--- src/rtl/unidade_controle_rodadas_pkg.sv ---
// Shared definitions for the round-based memory-game control unit:
// state encodings (also shown on the debug display) and play-mode constants.
package unidade_controle_rodadas_pkg;

    typedef enum logic [3:0] {
        INICIAL        = 4'h0,
        ESPERA         = 4'h1,
        INICIO_RODADA  = 4'h2,
        PREPARACAO     = 4'h3,
        REGISTRA       = 4'h4,
        COMPARACAO     = 4'h5,
        PROXIMO        = 4'h6,
        PROXIMA_RODADA = 4'h7,
        ESTOURO        = 4'hC,
        VITORIA        = 4'hD,
        DERROTA        = 4'hE
    } estado_t;

    localparam logic MODO_SIMPLES     = 1'b0;
    localparam logic MODO_PROGRESSIVO = 1'b1;

    // Shown on the debug display if the state register ever holds an unused code
    localparam logic [3:0] DB_INVALIDO = 4'hF;

endpackage

--- src/rtl/unidade_controle_rodadas_contador_timeout.sv ---
// Per-play timeout counter: cleared with zera, counts with conta, and flags
// fim combinationally when the count reaches LIMITE-1.
module contador_timeout #(
    parameter int LIMITE = 5000,
    parameter int TW     = $clog2(LIMITE)
) (
    input  logic clock,
    input  logic reset,
    input  logic zera,
    input  logic conta,
    output logic fim
);

    logic [TW-1:0] contagem_q;
    logic [TW-1:0] contagem_d;

    // Clear has priority over counting; otherwise hold the current value
    always_comb begin
        contagem_d = contagem_q;
        if (zera) begin
            contagem_d = '0;
        end else if (conta) begin
            contagem_d = contagem_q + TW'(1);
        end
    end

    // Count register, cleared asynchronously by reset
    always_ff @(posedge clock or posedge reset) begin
        if (reset) begin
            contagem_q <= '0;
        end else begin
            contagem_q <= contagem_d;
        end
    end

    assign fim = (contagem_q == TW'(LIMITE - 1));

endmodule

--- src/rtl/unidade_controle_rodadas.sv ---
// Moore control unit for the memory game: single-pass or progressive-round
// play, with a per-play timeout measured while waiting for a button press.
module unidade_controle_rodadas
    import unidade_controle_rodadas_pkg::*;
#(
    parameter int TIMEOUT_CICLOS = 5000
) (
    input  logic       clock,
    input  logic       reset,
    input  logic       iniciar,
    input  logic       jogada,
    input  logic       igual,
    input  logic       fimE,
    input  logic       fimL,
    input  logic       modo,
    output logic       zeraE,
    output logic       contaE,
    output logic       zeraL,
    output logic       contaL,
    output logic       zeraR,
    output logic       registraR,
    output logic       pronto,
    output logic       acertou,
    output logic       errou,
    output logic       timeout,
    output logic [3:0] db_estado
);

    localparam int TW = $clog2(TIMEOUT_CICLOS);

    estado_t estado_q;
    estado_t estado_d;
    logic    modo_q;
    logic    modo_d;
    logic    emEspera;
    logic    fimTimer;

    assign emEspera = (estado_q == ESPERA);

    // Timer only runs while waiting for a play; any other state restarts it
    contador_timeout #(
        .LIMITE (TIMEOUT_CICLOS),
        .TW     (TW)
    ) u_timer (
        .clock (clock),
        .reset (reset),
        .zera  (~emEspera),
        .conta (emEspera),
        .fim   (fimTimer)
    );

    // Play mode is captured once per game, during preparacao
    always_comb begin
        modo_d = modo_q;
        if (estado_q == PREPARACAO) begin
            modo_d = modo;
        end
    end

    // State and latched mode registers
    always_ff @(posedge clock or posedge reset) begin
        if (reset) begin
            estado_q <= INICIAL;
            modo_q   <= MODO_SIMPLES;
        end else begin
            estado_q <= estado_d;
            modo_q   <= modo_d;
        end
    end

    // Next-state logic; a play beats a simultaneous timer expiry
    always_comb begin
        estado_d = INICIAL;
        case (estado_q)
            INICIAL:        estado_d = iniciar ? PREPARACAO : INICIAL;
            PREPARACAO:     estado_d = INICIO_RODADA;
            INICIO_RODADA:  estado_d = ESPERA;
            ESPERA: begin
                if (jogada) begin
                    estado_d = REGISTRA;
                end else if (fimTimer) begin
                    estado_d = ESTOURO;
                end else begin
                    estado_d = ESPERA;
                end
            end
            REGISTRA:       estado_d = COMPARACAO;
            COMPARACAO: begin
                if (!igual) begin
                    estado_d = DERROTA;
                end else if (fimE && (modo_q == MODO_SIMPLES || fimL)) begin
                    estado_d = VITORIA;
                end else if (fimE) begin
                    estado_d = PROXIMA_RODADA;
                end else begin
                    estado_d = PROXIMO;
                end
            end
            PROXIMO:        estado_d = ESPERA;
            PROXIMA_RODADA: estado_d = INICIO_RODADA;
            ESTOURO:        estado_d = iniciar ? PREPARACAO : ESTOURO;
            VITORIA:        estado_d = iniciar ? PREPARACAO : VITORIA;
            DERROTA:        estado_d = iniciar ? PREPARACAO : DERROTA;
            default:        estado_d = INICIAL;
        endcase
    end

    // Output decode depends on the current state only
    always_comb begin
        zeraE     = 1'b0;
        contaE    = 1'b0;
        zeraL     = 1'b0;
        contaL    = 1'b0;
        zeraR     = 1'b0;
        registraR = 1'b0;
        pronto    = 1'b0;
        acertou   = 1'b0;
        errou     = 1'b0;
        timeout   = 1'b0;
        db_estado = DB_INVALIDO;
        case (estado_q)
            INICIAL: begin
                zeraE = 1'b1;
                zeraL = 1'b1;
                zeraR = 1'b1;
                db_estado = 4'h0;
            end
            PREPARACAO: begin
                zeraE = 1'b1;
                zeraL = 1'b1;
                zeraR = 1'b1;
                db_estado = 4'h3;
            end
            INICIO_RODADA: begin
                zeraE = 1'b1;
                db_estado = 4'h2;
            end
            ESPERA: begin
                db_estado = 4'h1;
            end
            REGISTRA: begin
                registraR = 1'b1;
                db_estado = 4'h4;
            end
            COMPARACAO: begin
                db_estado = 4'h5;
            end
            PROXIMO: begin
                contaE = 1'b1;
                db_estado = 4'h6;
            end
            PROXIMA_RODADA: begin
                contaL = 1'b1;
                db_estado = 4'h7;
            end
            ESTOURO: begin
                pronto  = 1'b1;
                errou   = 1'b1;
                timeout = 1'b1;
                db_estado = 4'hC;
            end
            VITORIA: begin
                pronto  = 1'b1;
                acertou = 1'b1;
                db_estado = 4'hD;
            end
            DERROTA: begin
                pronto = 1'b1;
                errou  = 1'b1;
                db_estado = 4'hE;
            end
            default: begin
                db_estado = DB_INVALIDO;
            end
        endcase
    end

endmodule
--- config.mk ---
export PLATFORM = sky130hd
export DESIGN_NAME = unidade_controle_rodadas
export DESIGN_NICKNAME = d
export VERILOG_FILES = /design/src/rtl/unidade_controle_rodadas_pkg.sv /design/src/rtl/unidade_controle_rodadas_contador_timeout.sv /design/src/rtl/unidade_controle_rodadas.sv
export SDC_FILE = /design/constraint.sdc
export NUM_CORES = 1
export LEC_CHECK = 0
export BUFFER_PORTS_ARGS = -buffer_cell sky130_fd_sc_hd__buf_4
export CAP_MARGIN = 20
export CORE_UTILIZATION = 58
export DETAILED_ROUTE_END_ITERATION = 7
export GPL_ROUTABILITY_DRIVEN = 0
export PLACE_DENSITY = 0.83
export SETUP_SLACK_MARGIN = 0.1
export SYNTH_ARGS = -nofsm -noshare
export SYNTH_HDL_FRONTEND = slang
export SYNTH_SLANG_ARGS = --single-unit
--- constraint.sdc ---
create_clock -name clock -period 3.9 [get_ports clock]
set_input_delay 0.195 -clock clock [delete_from_list [all_inputs] [get_ports clock]]
set_output_delay 0.195 -clock clock [all_outputs]
set_load 0.03 [all_outputs]
==> out/metrics.csv, run 1 <==
metric,value,unit
dp_hpwl,1675,um
numPortBuffers,21,
cp.arrival,2.24,ns
cellLeakagePower,0.0005161,uW
cts_resized,0,
antenna_found_initial,0,
syn-num-nets,131,
period_minus_slack,2.046,ns
worst_pin_slew,1.031,ns
grt_pass1_vias,853,
postRouteAntennaNets,0,
synth_seq_cells,18,
fillers,132,
maxCapViolations,0,
tns,0,ns
outcome,"finished, violations left",
skew,0.01284,ns
fin_util,71.65,%
power_density,651.8,mW/mm^2
final_common_cell,buf_4,
drt_iter0_markers,58,
fin_hold_ws,-0.01027,ns
ys.warnings.count,0,
ff2ff_path_depth,4,
slew_headroom,31.26,%
h-tree-depth,1,
num_rows,15,
cts_tree,yes,
rsz0062_at_grt,no,
hp-class,primary input to asynchronous set/reset pin,
grt_overflow,0,
clock_path_buffers,2,
grt_max_degree,19,
die_h,46.26,um
grt_pass1_wl,3581,um
die_area,0.002140,sq mm
top_level_ports,22,
crit_type,register to register,
clkSinkCount,18,
clock.fmax,488.8,MHz
peakVddDrop,539.5,uV
slew_viol_final,0,
routed_wl,2244,um
drt-vias-per-instance,5.735,
worstSkewPairLatency,0.29,ns
required,4.09,ns
cp_max_fo,15,
violations,hold timing,
synthToLayoutAreaGrowth,12.45,%
post_drt_wl_per_cell,13.85,um
post-route-drc-count,0,
clk_pin_slew,0.10,ns
final_nets,148,
synthesis.area,0.001136,sq mm
vias,929,
worstReg2RegStart,estado_q[3]$_DFF_PP0_,
coreArea,0.001783,sq mm
ctsHoldBuffers,0,
grt_usage,23.89,%
first_pass_iters,4,
hold_viol_final,9,
diodes,0,
final_cell_mix,"buf_4 (21), dfrtp_1 (18), nor2_1 (10)",
final.period_utilization,52.45,%
ff2ff_setup_slack,1.85,ns
cts_setup_buffers,0,
drive_gt1_share,25.55,%
cp-end-kind,register,
total_power,832.6,uW
ys_types,37,
start_util,63.72,%
finalSetupViolCount,0,
r2r-end,estado_q[0]$_DFF_PP0_,
cts_inserted_buffers,3,
critPathLaunchType,register,
postSynthCellCount,122,
avgSynthCellArea,9.312,sq um
clock-root-buffer,clkbuf_4,
dieWidth,46.26,um
synth-seq-area-share,39.65,%
metrics by stage:
step	cells	worst slack, ns	area [sq um]	hold WS [ns]
2_1_floorplan	122	2.134	1136	0.1336
5_1_grt	162	1.708	1277	0.04347
6_report	162	1.854	1277	-0.01027
4_1_cts	162	1.870	1277	0.009468
3_3_place_gp	159	1.953	1255	0.3278
3_5_place_dp	159	1.889	1255	0.3381
critical path, stage by stage, from the launching register on:
cell	delay, ns
dfrtp_1	0.55
or2_1	0.25
or2_1	0.82
nor2_1	0.09
a32o_1	0.23
cell usage after synthesis, drive strengths merged:
cell	number	area share (%)
o32a	1	0.88
a32o	1	0.88
nor3	4	1.8
or3	4	2.2
o221ai	1	0.77
inv	8	2.6
ha	1	1.1
a21boi	1	0.66
nor4	3	1.7
nor4b	1	0.77
nor2	20	12
mux2i	1	0.88
nand2b	5	2.8
xor2	1	0.77
nor2b	1	0.55
nand2	6	2.0
nand4	3	1.7
a21oi	5	2.2
dfrtp	18	40
a2bb2oi	1	0.77
a311oi	2	1.5
xnor2	8	6.2
nor3b	1	0.66
nand3	5	2.6
mux2	1	0.99
o21ai	6	2.6
or2	3	1.7
buf	5	4.8
o21bai	1	0.66
clkbuf	4	1.3
report_power, final:
group          switching, uW  internal (uW)  leakage (uW)
Combinational            296            167      0.000259
Clock                   54.7           35.9     0.0000138
Sequential              61.1            218      0.000243
state kept, by name, summed over array words and instances (netlist names):
signal              cells
u_timer.contagem_q     13
estado_q                4
modo_q                  1
area by class of cell:
cell class	count	area [sq um]	share of cell area, %
clock buffers	3	22.52	1.763
multi-input cells	87	585.6	45.84
repair buffers	21	157.7	12.34
well taps	25	31.28	2.449
inverters	8	30.03	2.351
flip-flops and latches	18	450.4	35.26
worst max path at each step:
stage	start	end	slack, ns	cells after the start
finish	estado_q[3]$_DFF_PP0_	estado_q[0]$_DFF_PP0_	1.85	4
global route	estado_q[3]$_DFF_PP0_	estado_q[0]$_DFF_PP0_	1.71	4
CTS	estado_q[3]$_DFF_PP0_	estado_q[0]$_DFF_PP0_	1.87	4
detailed placement	estado_q[3]$_DFF_PP0_	estado_q[0]$_DFF_PP0_	1.89	4
global placement	estado_q[3]$_DFF_PP0_	estado_q[0]$_DFF_PP0_	1.95	4
floorplan	estado_q[0]$_DFF_PP0_	zeraR	2.13	4
cells by family after synthesis:
logic type	share of synthesized area [%]
compound gates	11.01
xor+xnor	6.939
fa+ha+maj	1.101
buf+inv	8.810
flops	39.65
mux	1.872
simple gates	30.62
metal layers:
| layer | GRT usage (%) | up-vias | routed length [um] |
|---|---|---|---|
| li1 | - | 449 | - |
| met1 | 31.76 | 444 | 974 |
| met2 | 38.31 | 32 | 1097 |
| met3 | 2.745 | 4 | 127 |
| met4 | 11.76 | 0 | 44 |
| met5 | 0 | - | 0 |
No activity file was read; power rests on OpenSTA's default activity.
==> run 2, diff against run 1 <==
CORE_UTILIZATION = 54   (was 58)
PLACE_DENSITY = 0.78   (was 0.83)
clock period = 2 ns   (was 3.9 ns; I/O delays follow)
==> run 2 against run 1 <==
Count of clock-buffer cells in the layout rose by 1. Clock skew fell by 0.0088 ns. The flow now finishes without violations. Highest routed layer unchanged. Non-clock buffer count rose by 5. Core utilization fell by 3.0 points. Critical path depth did not move. Largest cell class unchanged. Routed wire length rose by 2.5%. Die area rose by 7.1%. Global-route usage fell by 0.52 points. Largest power group unchanged.
==> out/metrics.csv, run 2 (same netlist as run 1, synthesis figures left out) <==
metric,value,unit,change
hp-class,primary input to register,,was primary input to asynchronous set/reset pin
routed_wl,2301,um,was 2244 um
cts_inserted_buffers,3,,unchanged
drive_gt1_share,27.97,%,was 25.55%
cp.arrival,1.94,ns,was 2.24 ns
start_util,57.91,%,was 63.72%
critPathLaunchType,register,,unchanged
worstSkewPairLatency,0.30,ns,was 0.29 ns
final_cell_mix,"buf_4 (24), dfrtp_1 (18), nor2_1 (10)",,"was buf_4 (21), dfrtp_1 (18), nor2_1 (10)"
skew,0.003997,ns,was 0.01284 ns
path_cells,or2_1 > or2_1 > buf_12 > nor2_4,,was or2_1 > or2_1 > nor2_1 > a32o_1
hold_end,modo_q$_DFFE_PP0P_,,
outcome,finished clean,,"was finished, violations left"
die_area,0.002291,sq mm,was 0.002140 sq mm
dieWidth,47.87,um,was 46.26 um
largest-register,u_timer.contagem_q,,unchanged
r2r-end,u_timer.contagem_q[5]$_DFF_PP0_,,was estado_q[0]$_DFF_PP0_
final_cells,170,,was 162
synthToLayoutAreaGrowth,18.50,%,was 12.45%
grt_overflow,0,,unchanged
clock_path_buffers,2,,unchanged
setup_ws,0.2972,ns,was 1.854 ns
grt_use_met2,35.41,%,was 38.31%
rsz0062_at_grt,no,,unchanged
slew_headroom,55.82,%,was 31.26%
diodes,0,,unchanged
drt_iter0_markers,34,,was 58
clock-root-buffer,clkbuf_4,,unchanged
cp_max_fo,11,,was 15
critPathSlowestCell,dfrtp_1,,was or2_1
grt_pass1_wl,3705,um,was 3581 um
grt_pass1_vias,853,,unchanged
total_power,1758,uW,was 832.6 uW
maxCapViolations,0,,unchanged
postRouteAntennaNets,0,,unchanged
grt_usage,23.37,%,was 23.89%
largest_reg_flops,13,,unchanged
peakVddDrop,907.6,uV,was 539.5 uV
top_level_ports,22,,unchanged
coreArea,0.001962,sq mm,was 0.001783 sq mm
dp_slack,0.3239,ns,was 1.889 ns
crit_type,register to register,,unchanged
cp_common_cell,or2_1,,unchanged
slew_viol_final,0,,unchanged
cp-end-kind,register,,unchanged
post-place-cells,165,,was 159
clock.fmax,587.3,MHz,was 488.8 MHz
grt_max_degree,19,,unchanged
vias,935,,was 929
final_common_cell,buf_4,,unchanged
tns,0,ns,unchanged
die_h,47.87,um,was 46.26 um
antenna_found_initial,0,,unchanged
numPortBuffers,21,,unchanged
cts_tree,yes,,unchanged
cellLeakagePower,0.0005530,uW,was 0.0005161 uW
ff2ff_setup_slack,0.30,ns,was 1.85 ns
cts_resized,0,,unchanged
ff2ff_path_depth,4,,unchanged
num_rows,16,,was 15
hold_viol_final,0,,was 9
grt_busiest_layer,met2,,unchanged
slowest_delay,0.50,ns,was 0.82 ns
clkSinkCount,18,,unchanged
power_density,1306,mW/mm^2,was 651.8 mW/mm^2
period_minus_slack,1.703,ns,was 2.046 ns
final.period_utilization,85.14,%,was 52.45%
required,2.24,ns,was 4.09 ns
worst_pin_slew,0.6620,ns,was 1.031 ns
final_nets,153,,was 148
drt-vias-per-instance,5.500,,was 5.735
min_path_cells,2,,
grtUsageMet1,33.33,%,was 31.76%
largestRegisters,"u_timer.contagem_q x13, estado_q x4, modo_q x1",,unchanged
h-tree-depth,1,,unchanged
grt_util_met3,4.528,%,was 2.745%
finalSetupViolCount,0,,unchanged
clk_pin_slew,0.10,ns,about the same
worstReg2RegStart,estado_q[2]$_DFF_PP0_,,was estado_q[3]$_DFF_PP0_
hold_start,modo,,
post-route-drc-count,0,,unchanged
first_pass_iters,4,,unchanged
dp_hpwl,1729,um,was 1675 um
post_drt_wl_per_cell,13.54,um,was 13.85 um
==> run 2: cell count changes in the layout (fill, tap and decap cells not counted), sizes merged <==
cell,change
buf,+4
clkbuf,+1
dlygate4sd3,+1
==> run 2: layer usage <==
layer | wire [um] | up-vias
li1 | - | 458
met1 | 1105 | 429
met2 | 1020 | 41
met3 | 137 | 7
met4 | 38 | 0
met5 | 0 | -
==> run 2: worst max-delay path by stage <==
stage,end,from,cells past startpoint,slack [ns]
2_1_floorplan,zeraR,estado_q[0]$_DFF_PP0_,4,0.33
3_3_place_gp,u_timer.contagem_q[4]$_DFF_PP0_,estado_q[2]$_DFF_PP0_,4,0.42
3_5_place_dp,estado_q[0]$_DFF_PP0_,estado_q[2]$_DFF_PP0_,4,0.32
4_1_cts,u_timer.contagem_q[9]$_DFF_PP0_,estado_q[2]$_DFF_PP0_,4,0.32
5_1_grt,estado_q[0]$_DFF_PP0_,estado_q[2]$_DFF_PP0_,4,0.19
6_report,u_timer.contagem_q[5]$_DFF_PP0_,estado_q[2]$_DFF_PP0_,4,0.30
==> run 2: critical path, delay by kind of cell (launching register included) <==
kind / cells / cell delay, ns
AND/OR/NAND/NOR: 3 / 0.89
flip-flops: 1 / 0.50
buffers and inverters: 1 / 0.25
==> run 2: area by class of cell <==
type | instances | area, sq um
fillers | 149 | 615.6
repair buffers | 26 | 210.2
multi-input cells | 87 | 585.6
well taps | 27 | 33.78
clock buffers | 4 | 36.28
inverters | 8 | 30.03
flip-flops and latches | 18 | 450.4
==> run 2: where the power goes <==
group / internal (uW) / switching [uW] / leakage [uW]
Clock: 111 / 115 / 0.0000210
Sequential: 426 / 60.4 / 0.000243
Combinational: 398 / 647 / 0.000289
Total: 935 / 823 / 0.000553
==> run 2: repair_timing <==
| item | 4_1_cts | 5_1_grt |
|---|---|---|
| buffers inserted | 0 | 0 |
| hold endpoints to repair | 18 | 0 |
| hold buffers | 1 | 0 |
==> run 2: stage by stage <==
stage	utilization (%)	instance area (sq um)	hold WS, ns
floorplan	-	1136	0.03857
global placement	66.26	1300	0.2243
detailed placement	66.26	1300	0.2317
CTS	68.62	1346	0.01772
global route	68.62	1346	0.01262
finish	68.62	1346	0.01551
==> run 3, diff against run 2 <==
CORE_ASPECT_RATIO = 1.1   (was unset)
==> run 3 against run 2 <==
Core utilization down 3.7 points. Non-clock buffer count down 3. Clock skew up 0.010 ns. Cell count down 1.8%. Total power down 7.9%. Final area down 3.5%. Clock power down 24%. Largest power group unchanged. Hold slack better by 0.026 ns.
==> out/metrics.csv, run 3 (same netlist as run 1, synthesis figures left out) <==
metric,value,unit,change
worstReg2RegStart,estado_q[3]$_DFF_PP0_,,was estado_q[2]$_DFF_PP0_
path_cells,or2_1 > a21oi_1 > buf_4,,was or2_1 > or2_1 > buf_12 > nor2_4
grt_usage,22.16,%,was 23.37%
dieWidth,45.74,um,was 47.87 um
grt_max_degree,19,,unchanged
place_area,0.001266,sq mm,was 0.001300 sq mm
final.period_utilization,82.93,%,was 85.14%
slew_viol_final,0,,unchanged
p_sw,785.2,uW,was 822.8 uW
cp_max_fo,12,,was 11
numPortBuffers,21,,unchanged
drive_gt1_share,25.90,%,was 27.97%
required,1.90,ns,was 2.24 ns
diodes,0,,unchanged
clkSinkCount,18,,unchanged
critPathBufInv,1,,unchanged
skew,0.01449,ns,was 0.003997 ns
final_nets,150,,was 153
min_path_cells,2,,unchanged
maxCapViolations,0,,unchanged
cellLeakagePower,0.0005246,uW,was 0.0005530 uW
vias,905,,was 935
slew_headroom,55.04,%,was 55.82%
cp-end-kind,primary output,,was register
grt_pass1_vias,873,,was 853
dp_slack,0.4036,ns,was 0.3239 ns
antenna_found_initial,0,,unchanged
top_level_ports,22,,unchanged
cp-endpoint,zeraL,,was u_timer.contagem_q[5]$_DFF_PP0_
cp_top_family,flip-flops,,was simple AND/OR/NAND/NOR gates
cp.arrival,1.56,ns,was 1.94 ns
largest_reg_flops,13,,unchanged
drt_iter0_markers,12,,was 34
coreArea,0.001999,sq mm,was 0.001962 sq mm
slowest_delay,0.52,ns,was 0.50 ns
hold_viol_final,0,,unchanged
routed_wl,2137,um,was 2301 um
synthToLayoutAreaGrowth,14.32,%,was 18.50%
clock.fmax,602.9,MHz,was 587.3 MHz
ff2ff_path_depth,5,,was 4
setup_ws,0.3414,ns,was 0.2972 ns
r2r-end,estado_q[0]$_DFF_PP0_,,was u_timer.contagem_q[5]$_DFF_PP0_
clock-root-buffer,clkbuf_4,,unchanged
hp-class,primary input to register,,unchanged
grt_overflow,0,,unchanged
die_area,0.002292,sq mm,was 0.002291 sq mm
largestRegisters,"u_timer.contagem_q x13, estado_q x4, modo_q x1",,unchanged
postRouteAntennaNets,0,,unchanged
grt_use_met2,34.76,%,was 35.41%
grt_util_met3,4.396,%,was 4.528%
post_drt_wl_per_cell,12.80,um,was 13.54 um
critPathSlowestCell,dfrtp_1,,unchanged
internal_power,834.1,uW,was 935.0 uW
p_seq_share,33.6,%,was 27.7%
power_density,1247,mW/mm^2,was 1306 mW/mm^2
num_rows,17,,was 16
crit_path_start,estado_q[0]$_DFF_PP0_,,was estado_q[2]$_DFF_PP0_
fillers,177,,was 149
grt_pass1_wl,3677,um,was 3705 um
crit_type,register to primary output,,was register to register
cts_inserted_buffers,3,,unchanged
h-tree-depth,1,,unchanged
post-route-drc-count,0,,unchanged
post-place-cells,163,,was 165
rsz0062_at_grt,no,,unchanged
dp_hpwl,1546,um,was 1729 um
start_util,56.82,%,was 57.91%
total_power,1619,uW,was 1758 uW
grtUsageMet1,28.91,%,was 33.33%
worst_pin_slew,0.6736,ns,was 0.6620 ns
final_cell_mix,"buf_4 (22), dfrtp_1 (18), nor2_1 (10)",,"was buf_4 (24), dfrtp_1 (18), nor2_1 (10)"
final_cells,167,,was 170
cts_tree,yes,,unchanged
fin_area,0.001299,sq mm,was 0.001346 sq mm
cts_setup_buffers,0,,unchanged
critPathLaunchType,register,,unchanged
outcome,finished clean,,unchanged
tns,0,ns,unchanged
peakVddDrop,929.1,uV,was 907.6 uV
drt-vias-per-instance,5.419,,was 5.500
first_pass_iters,4,,unchanged
worstSkewPairLatency,0.29,ns,was 0.30 ns
cp.depth,3,,was 4
final_common_cell,buf_4,,unchanged
ff2ff_setup_slack,0.37,ns,was 0.30 ns
die_h,50.11,um,was 47.87 um
switching_share,48.49,%,was 46.81%
p_clk_share,10.6,%,was 12.9%
finalSetupViolCount,0,,unchanged
grt_busiest_layer,met2,,unchanged
period_minus_slack,1.659,ns,was 1.703 ns
clock_path_buffers,2,,unchanged
clk_pin_slew,0.10,ns,about the same
largest-register,u_timer.contagem_q,,unchanged
comb_power_share,55.8,%,was 59.4%
run 3: cell types whose count changed in the layout (fill, tap and decap cells not counted):
cell | before | now
buf_4 | 24 | 22
clkbuf_8 | 1 | 0
buf_12 | 1 | 0
run 3: metal layers:
metal  vias to the layer above  routed length [um]
met5                         -                   0
met4                         0                  10
met3                         2                  81
met2                        24                1018
met1                       428                1027
li1                        451                   -
run 3: worst reg2reg max path, cell delays in order, from the launching register on:
cell and delay [ns]:
dfrtp_1 0.50, or2_1 0.35, or2_1 0.24, buf_4 0.23
nor2_1 0.14, a32o_1 0.14
run 3: power by group through the flow:
stage / Clock [uW] / Sequential (uW) / Combinational, uW
after detailed placement: 0 / 550 / 903
final: 171 / 544 / 904
after CTS: 182 / 542 / 909
after global placement: 0 / 539 / 897
after global routing: 190 / 559 / 973
after floorplan: 0 / 462 / 833
run 3: how the worst min path moves through the flow:
stage / end / from
2_1_floorplan: estado_q[0]$_DFF_PP0_ / reset
3_3_place_gp: modo_q$_DFFE_PP0P_ / reset
3_5_place_dp: modo_q$_DFFE_PP0P_ / reset
4_1_cts: modo_q$_DFFE_PP0P_ / modo
5_1_grt: modo_q$_DFFE_PP0P_ / modo
6_report: modo_q$_DFFE_PP0P_ / modo
run 3: stage by stage:
step                      hold slack [ns]  utilization (%)
after floorplan                   0.03857                -
after global placement             0.2306            63.33
after detailed placement           0.2387            63.33
after CTS                         0.03040            64.96
after global routing              0.02973            64.96
final                             0.04177            64.96
run 3: final cells by class:
cell class              count  area, sq um  share of cell area (%)
multi-input cells          87        585.6                   45.09
flip-flops and latches     18        450.4                   34.68
repair buffers             23        175.2                   13.49
well taps                  28        35.03                   2.697
inverters                   8        30.03                   2.312
clock buffers               3        22.52                   1.734
run 3: timing repair:
action	CTS	global route
gates resized for setup	0	0
endpoints found under the hold margin	18	0
hold buffers	1	0
